===== config.mk =====
export PLATFORM = sky130hd
export DESIGN_NAME = xif_copro_tracker
export DESIGN_NICKNAME = d
export VERILOG_FILES = /design/src/rtl/xif_copro_pkg.sv /design/src/rtl/xif_copro_decoder.sv /design/src/rtl/xif_copro_tracker.sv
export SDC_FILE = /design/constraint.sdc
export NUM_CORES = 1
export LEC_CHECK = 0
export ABC_AREA = 0
export CORE_UTILIZATION = 30
export CTS_CLUSTER_SIZE = 20
export DETAILED_ROUTE_END_ITERATION = 10
export HOLD_SLACK_MARGIN = 0.02
export PLACE_DENSITY = 0.54
export SLEW_MARGIN = 30
export SYNTH_ARGS = -nofsm -noshare
export SYNTH_HDL_FRONTEND = slang
export SYNTH_HIERARCHICAL = 1
export SYNTH_SLANG_ARGS = --single-unit

===== constraint.sdc =====
create_clock -name clk_i -period 10.38 [get_ports clk_i]
set_input_delay 2.076 -clock clk_i [delete_from_list [all_inputs] [get_ports clk_i]]
set_output_delay 2.076 -clock clk_i [all_outputs]
set_load 0.05 [all_outputs]

===== src/rtl/xif_copro_pkg.sv =====
// xif_copro_pkg: shared constants, ALU op encoding and tracking entry layout
// Entry field widths are fixed here; the tracker's width parameters must keep their defaults.
package xif_copro_pkg;
    localparam logic [6:0] OPC_CUSTOM0 = 7'b0001011;
    localparam logic [2:0] F3_ADD = 3'd0;
    localparam logic [2:0] F3_XOR = 3'd1;
    localparam logic [2:0] F3_SUB = 3'd2;
    localparam int ID_W   = 4;
    localparam int HART_W = 1;
    localparam int RF_W   = 32;

    typedef enum logic [1:0] {OP_ADD, OP_XOR, OP_SUB} alu_op_e;

    typedef struct packed {
        logic [HART_W-1:0]      hartid;
        logic [ID_W-1:0]        id;
        logic [4:0]             rd;
        alu_op_e                op;
        logic [1:0][RF_W-1:0]   rs;
        logic [1:0]             rs_valid;
        logic                   committed;
        logic                   killed;
    } entry_t;

    function automatic logic [RF_W-1:0] alu(alu_op_e op, logic [RF_W-1:0] a, logic [RF_W-1:0] b);
        return op == OP_XOR ? a ^ b : op == OP_SUB ? a - b : a + b;
    endfunction
endpackage


===== src/rtl/xif_copro_decoder.sv =====
// xif_copro_decoder: combinational custom-0 decode into accept flag and ALU op
// Ports: opcode, funct3 in; accept, op out.
// XIF_COPRO_SUB_EN: when defined, funct3 SUB is accepted as well.
module xif_copro_decoder
    import xif_copro_pkg::*;
(
    input  logic [6:0] opcode,
    input  logic [2:0] funct3,
    output logic       accept,
    output alu_op_e    op
);
`ifdef XIF_COPRO_SUB_EN
    assign accept = opcode == OPC_CUSTOM0 && (funct3 == F3_ADD || funct3 == F3_XOR || funct3 == F3_SUB);
`else
    assign accept = opcode == OPC_CUSTOM0 && (funct3 == F3_ADD || funct3 == F3_XOR);
`endif
    assign op = funct3 == F3_XOR ? OP_XOR : funct3 == F3_SUB ? OP_SUB : OP_ADD;
endmodule


===== src/rtl/xif_copro_tracker.sv =====
// xif_copro_tracker: CV-X-IF coprocessor endpoint with in-order tracking table and registered result
// Ports: clk_i/rst_i; issue_* (request/response), register_* (operands), commit_* (commit/kill),
// result_* (registered result with valid/ready).
// XIF_COPRO_SUB_EN: enables the SUB instruction in the decoder.
module xif_copro_tracker
    import xif_copro_pkg::*;
#(
    parameter int X_ID_WIDTH     = ID_W,
    parameter int X_HARTID_WIDTH = HART_W,
    parameter int X_RFR_WIDTH    = RF_W,
    parameter int X_RFW_WIDTH    = RF_W,
    parameter int DEPTH          = 4
) (
    input  logic                      clk_i,
    input  logic                      rst_i,
    input  logic                      issue_valid_i,
    output logic                      issue_ready_o,
    input  logic [31:0]               issue_instr_i,
    input  logic [X_HARTID_WIDTH-1:0] issue_hartid_i,
    input  logic [X_ID_WIDTH-1:0]     issue_id_i,
    output logic                      issue_accept_o,
    output logic                      issue_writeback_o,
    output logic [1:0]                issue_register_read_o,
    output logic                      issue_ecswrite_o,
    output logic                      issue_loadstore_o,
    input  logic                      register_valid_i,
    output logic                      register_ready_o,
    input  logic [X_ID_WIDTH-1:0]     register_id_i,
    input  logic [2*X_RFR_WIDTH-1:0]  register_rs_i,
    input  logic [1:0]                register_rs_valid_i,
    input  logic                      commit_valid_i,
    input  logic [X_ID_WIDTH-1:0]     commit_id_i,
    input  logic                      commit_kill_i,
    output logic                      result_valid_o,
    input  logic                      result_ready_i,
    output logic [X_HARTID_WIDTH-1:0] result_hartid_o,
    output logic [X_ID_WIDTH-1:0]     result_id_o,
    output logic [X_RFW_WIDTH-1:0]    result_data_o,
    output logic [4:0]                result_rd_o,
    output logic                      result_we_o,
    output logic                      result_exc_o
);
    localparam int PW = $clog2(DEPTH);
    localparam int CW = PW + 1;

    entry_t               tab [DEPTH];
    entry_t               hd;
    logic [PW-1:0]        head, tail;
    logic [CW-1:0]        count;
    logic [DEPTH-1:0]     live, rmatch, cmatch;
    logic                 dec_accept, alloc, ret, pop, hc, hk, hr;
    logic [1:0]           hv;
    logic [X_RFR_WIDTH-1:0] a, b;
    alu_op_e              dec_op;
    logic                 unused;

    assign unused = ^issue_instr_i[31:15];

    xif_copro_decoder u_dec (
        .opcode (issue_instr_i[6:0]),
        .funct3 (issue_instr_i[14:12]),
        .accept (dec_accept),
        .op     (dec_op)
    );

    assign issue_ready_o         = count != CW'(DEPTH);
    assign issue_accept_o        = dec_accept;
    assign issue_writeback_o     = dec_accept;
    assign issue_register_read_o = {2{dec_accept}};
    assign issue_ecswrite_o      = 1'b0;
    assign issue_loadstore_o     = 1'b0;
    assign register_ready_o      = 1'b1;
    assign result_we_o           = result_valid_o;
    assign result_exc_o          = 1'b0;
    assign alloc                 = issue_valid_i && issue_ready_o && dec_accept;

    // An entry is live when its distance from head is below the occupancy count.
    for (genvar i = 0; i < DEPTH; i++) begin : g_ent
        logic [PW-1:0] off;
        assign off       = PW'(i) - head;
        assign live[i]   = {1'b0, off} < count;
        assign rmatch[i] = live[i] && register_valid_i && tab[i].id == register_id_i;
        assign cmatch[i] = live[i] && commit_valid_i && tab[i].id == commit_id_i;
    end

    // Head view merges this cycle's operand/commit traffic so a result can issue one cycle after it.
    assign hd  = tab[head];
    assign hr  = rmatch[head];
    assign hv  = hd.rs_valid | (hr ? register_rs_valid_i : 2'b00);
    assign a   = hr && register_rs_valid_i[0] ? register_rs_i[X_RFR_WIDTH-1:0] : hd.rs[0];
    assign b   = hr && register_rs_valid_i[1] ? register_rs_i[2*X_RFR_WIDTH-1:X_RFR_WIDTH] : hd.rs[1];
    assign hc  = hd.committed | cmatch[head];
    assign hk  = hd.killed | (cmatch[head] & commit_kill_i);
    assign ret = live[head] && hc && !hk && &hv && (!result_valid_o || result_ready_i);
    // A kill only frees the head once it is registered.
    assign pop = ret || (live[head] && hd.killed);

    always_ff @(posedge clk_i) begin
        if (rst_i) begin
            head            <= '0;
            tail            <= '0;
            count           <= '0;
            result_valid_o  <= 1'b0;
            result_hartid_o <= '0;
            result_id_o     <= '0;
            result_data_o   <= '0;
            result_rd_o     <= '0;
        end else begin
            for (int i = 0; i < DEPTH; i++) begin
                if (rmatch[i]) begin
                    tab[i].rs_valid <= tab[i].rs_valid | register_rs_valid_i;
                    if (register_rs_valid_i[0]) tab[i].rs[0] <= register_rs_i[X_RFR_WIDTH-1:0];
                    if (register_rs_valid_i[1]) tab[i].rs[1] <= register_rs_i[2*X_RFR_WIDTH-1:X_RFR_WIDTH];
                end
                if (cmatch[i]) begin
                    tab[i].committed <= 1'b1;
                    if (commit_kill_i) tab[i].killed <= 1'b1;
                end
                if (alloc && tail == PW'(i))
                    tab[i] <= '{hartid: issue_hartid_i, id: issue_id_i, rd: issue_instr_i[11:7], op: dec_op,
                                rs: '0, rs_valid: 2'b00, committed: 1'b0, killed: 1'b0};
            end
            head  <= head + PW'(pop);
            tail  <= tail + PW'(alloc);
            count <= count + CW'(alloc) - CW'(pop);
            if (ret) begin
                result_valid_o  <= 1'b1;
                result_hartid_o <= hd.hartid;
                result_id_o     <= hd.id;
                result_rd_o     <= hd.rd;
                result_data_o   <= alu(hd.op, a, b);
            end else if (result_ready_i) begin
                result_valid_o <= 1'b0;
            end
        end
    end
endmodule


==> impl_metrics.py <==
metrics = {
    "outcome": {
        "status": "finished with violations",
        "violations": "DRC",
    },
    "clock_tree": {
        "postCtsSetupRepairBufs": 0,
        "cts_max_level": 2,
        "insertion_delay_ps": 560,
        "ctsResizeCount": 0,
        "clk_path_buf_depth": 3,
        "ctsHoldBuffers": 0,
        "cts.sinks": 370,
        "cts_root_buf": "clkbuf_16",
        "tritoncts": "done",
        "numCtsBuffers": 41,
        "clk_pin_slew_ps": 60,
    },
    "worst_hold_path": {
        "hold_path.class": "flop to flop",
        "worstHoldStart": "tab[2][3]",
        "whs_path_depth": 2,
    },
    "routing": {
        "vias": 12900,
        "dr.pass1.iters": 8,
        "drtIter0Drc": 858,
        "ant_nets": 0,
        "via_per_inst": 4.95,
        "routed_wl_mm": 54.4,
        "avgRoutedWirePerCell_um": 20.9,
        "drc": 1,
    },
    "power_and_ir_drop": {
        "switchingPower_w": 0.000657,
        "finalPower_w": 0.00313,
        "clkPwrFrac_pct": 44.8,
        "p_seq_share_pct": 51.4,
        "switching_share_pct": 21.0,
        "p_leak_nw": 7.95,
        "p_per_area_nw_per_um2": 133,
        "p_comb_share_pct": 3.8,
        "p_int_w": 0.00247,
        "ir_worst_vdd_mv": 0.0979,
    },
    "placed_design": {
        "dp_cells": 2532,
        "io_buffers": 149,
        "hpwl_mm": 36.1,
        "dpl_cell_area_um2": 22300,
        "globalplace.congestion": 0.844,
    },
    "critical_path": {
        "startpoint": "register_id_i[1]",
        "r2r_setup_slack_ps": 3170,
        "end_kind": "flop",
        "cp.buffers_inverters": 2,
        "path_cells": "clkdlybuf4s50_1, xor2_1, nor4_1, o21ai_0, mux4_2, nor3_4, mux2i_1, ha_1, inv_1, fa_1, a21o_1, a21oi_1, o211a_1, o41ai_1, nor4b_1, o21ai_0, a211oi_1, o21ai_0, xor2_1, a221o_1",
        "critPathMaxStageDelay_ps": 600,
        "critical_path_class": "input port to flop",
        "worstSetupStartpointType": "input port",
        "crit_cells": 20,
        "cp.arrival_ps": 8600,
        "crit_path_top_delay_cell": "mux4_2",
        "critPathMaxFanout": 7,
        "path_delay_family": "compound AO/OA/AOI/OAI gates",
        "critPathRequiredTime_ps": 10820,
        "r2r-start": "head[1]",
        "cp_common_cell": "o21ai_0",
        "reg2reg_depth": 25,
    },
    "cells_and_area": {
        "fin_area_um2": 23600,
        "nets": 1870,
        "area_growth_syn_to_layout_pct": 18.6,
        "layoutNonFillerInstCount": 2608,
        "drive_gt1_share_pct": 12.5,
    },
    "grt": {
        "grt_pass1_vias": 13200,
        "grt_overflow": 0,
        "grt_max_degree": 72,
        "grt_use_total_pct": 16.1,
        "antenna_found_initial": 2,
        "grt_pass1_wl_mm": 80.9,
    },
    "logic_synthesis": {
        "syn-cell-area_um2": 19900,
        "ys_seq_area_share_pct": 53.2,
        "synth_area_leaders": "edfxtp_1 (48%), mux4_2 (8.6%), and2_1 (6.1%)",
        "synth_top_area_cell": "edfxtp_1",
        "yosys.cell_types.count": 68,
        "avgSynthCellArea_um2": 12.5,
        "synth_edf_count": 318,
        "synth-main-ff-cell": "edfxtp_1",
        "syn_inst": 1589,
        "synth_seq_cells": 370,
        "ys_async_sr_fraction_pct": 0,
        "yosys_warnings": 6,
        "synth.top_cell.area_share_pct": 48.0,
    },
    "sta": {
        "setup_viol": 0,
        "finalHoldViolations": 0,
        "finalCritPeriodShare_pct": 78.6,
        "relSlewSlack_pct": 35.5,
        "period_needed_ps": 8160,
        "setup-tns-final_ps": 0,
        "rsz0062_at_grt": "no",
        "drv_slew": 0,
        "worst_slew_pin_slew_ps": 967,
        "fmax_mhz": 123,
        "clock_skew_ps": 17.8,
    },
    "die": {
        "num_rows": 94,
        "initial_core_util_pct": 30.3,
        "dieArea_um2": 67300,
        "core_um2": 65600,
        "die_w_um": 260,
        "ios": 171,
        "fp.dieH_um": 260,
    },
    "flow_run": {
        "maxCapViolCount": 0,
    },
}
-- registers in the layout (all words and copies together), names as in the netlist, 2 cells and up --
| register | flops |
|---|---|
| result_data_o | 32 |
| count | 3 |
| tab | 320 |
| result_id_o | 4 |
| tail | 2 |
| result_rd_o | 5 |
| head | 2 |
-- layout make-up --
type	count	area, um2
antenna	1	2.50
tap	864	1080
timing repair buffer	173	1670
multi-input combinational	1093	8850
fill	6445	42000
clock buffer	55	1140
clock inverter	20	144
inverter	32	120
sequential	370	10600
-- synth_stat cells (6+ instances only) --
cell type  count
edfxtp_1     318
and2_1       195
nor2_1        88
nand2_1       80
mux4_2        76
nor2b_1       74
a21oi_1       71
xor2_1        62
xnor2_1       60
clkbuf_1      53
dfxtp_1       52
mux2i_1       41
ha_1          39
o21ai_0       34
mux2_2        32
inv_1         31
nor3_1        31
a211oi_1      24
buf_2         24
o31ai_1       18
a21o_1        16
nor4_1        14
nand2b_1      13
nand3_1       11
or3_1         10
buf_1          8
buf_4          8
nand4_1        8
nor3b_1        8
o21a_1         7
mux4_1         6
-- worst reg2reg max path, cell delays in order, from the launching register on --
cell	delay (ps)
dfxtp_4	340
buf_4	580
xnor2_1	250
inv_1	70
ha_1	300
a21oi_1	80
o21ai_0	660
mux4_2	430
nor3_1	60
buf_4	200
or3_1	380
o31a_1	120
nor3_1	290
a21oi_1	140
xor2_1	180
ha_1	400
nand4_1	140
nor2_1	150
inv_1	70
o41ai_1	640
nor4b_1	170
o21ai_0	470
a211oi_1	260
o21ai_0	280
xor2_1	120
a221o_1	330
-- per-stage QoR --
| stage | util [%] | hold slack (ps) | worst slack (ps) |
|---|---|---|---|
| finish | 36.0 | 454 | 2220 |
| global route | 36.0 | 476 | 1780 |
| CTS | 36.0 | 454 | 2210 |
| detailed placement | 34.0 | 445 | 1670 |
| global placement | 34.0 | 436 | 1590 |
| floorplan | - | 422 | 2940 |
-- cells in the final DEF, fill, tap and decap left out, types with 9 or more instances in the layout --
| cell type | count |
|---|---|
| edfxtp_1 | 318 |
| and2_1 | 194 |
| clkdlybuf4s50_1 | 148 |
| nor2_1 | 88 |
| nand2_1 | 79 |
| mux4_2 | 76 |
| nor2b_1 | 73 |
| a21oi_1 | 67 |
| xor2_1 | 62 |
| xnor2_1 | 60 |
| dfxtp_1 | 50 |
| clkbuf_16 | 43 |
| mux2i_1 | 41 |
| ha_1 | 39 |
| o21ai_0 | 34 |
| mux2_2 | 32 |
| nor3_1 | 31 |
| inv_1 | 30 |
| a211oi_1 | 24 |
| buf_4 | 24 |
| a21o_1 | 16 |
| o31ai_1 | 16 |
| nor4_1 | 14 |
| nand2b_1 | 13 |
| or3_1 | 10 |
| clkbuf_1 | 10 |
| nand3_1 | 9 |
-- cells by family (layout without fill, tap and decap cells) --
kind of cell,Yosys count,in the layout,synth area share (%)
other,2,5,0.0378
multiplexers,155,155,13.3
AND/OR/NAND/NOR,554,554,15.4
flip-flops,370,370,53.2
XOR/XNOR,122,122,5.37
AO/OA/AOI/OAI,217,217,7.15
buffers and inverters,128,280,2.85
adder cells (fa/ha/maj),41,41,2.65
-- routing by layer --
layer  vias up  GRT usage, %  routed length (um)
met2       312          28.2               27300
li1       6110             -                   -
met4         2          4.48                1220
met1      6424          20.6               23300
met5         -             0                  11
met3        71          2.28                2530
-- power groups by stage --
stage,sequential (W),clock (W),combinational (W)
after floorplan,0.00164,0,0.0000517
after global placement,0.00164,0,0.000114
after detailed placement,0.00164,0,0.000118
after CTS,0.00161,0.00144,0.000119
after global routing,0.00161,0.00149,0.000129
final,0.00161,0.00140,0.000118
-- final timing paths --
kind,end
worst max-delay path,result_data_o[30]
worst min-delay path,tab[2][3]
worst max register to register,result_data_o[30]
worst min register to register,tab[2][3]
Note: power is estimated with default switching activity, not from simulation.
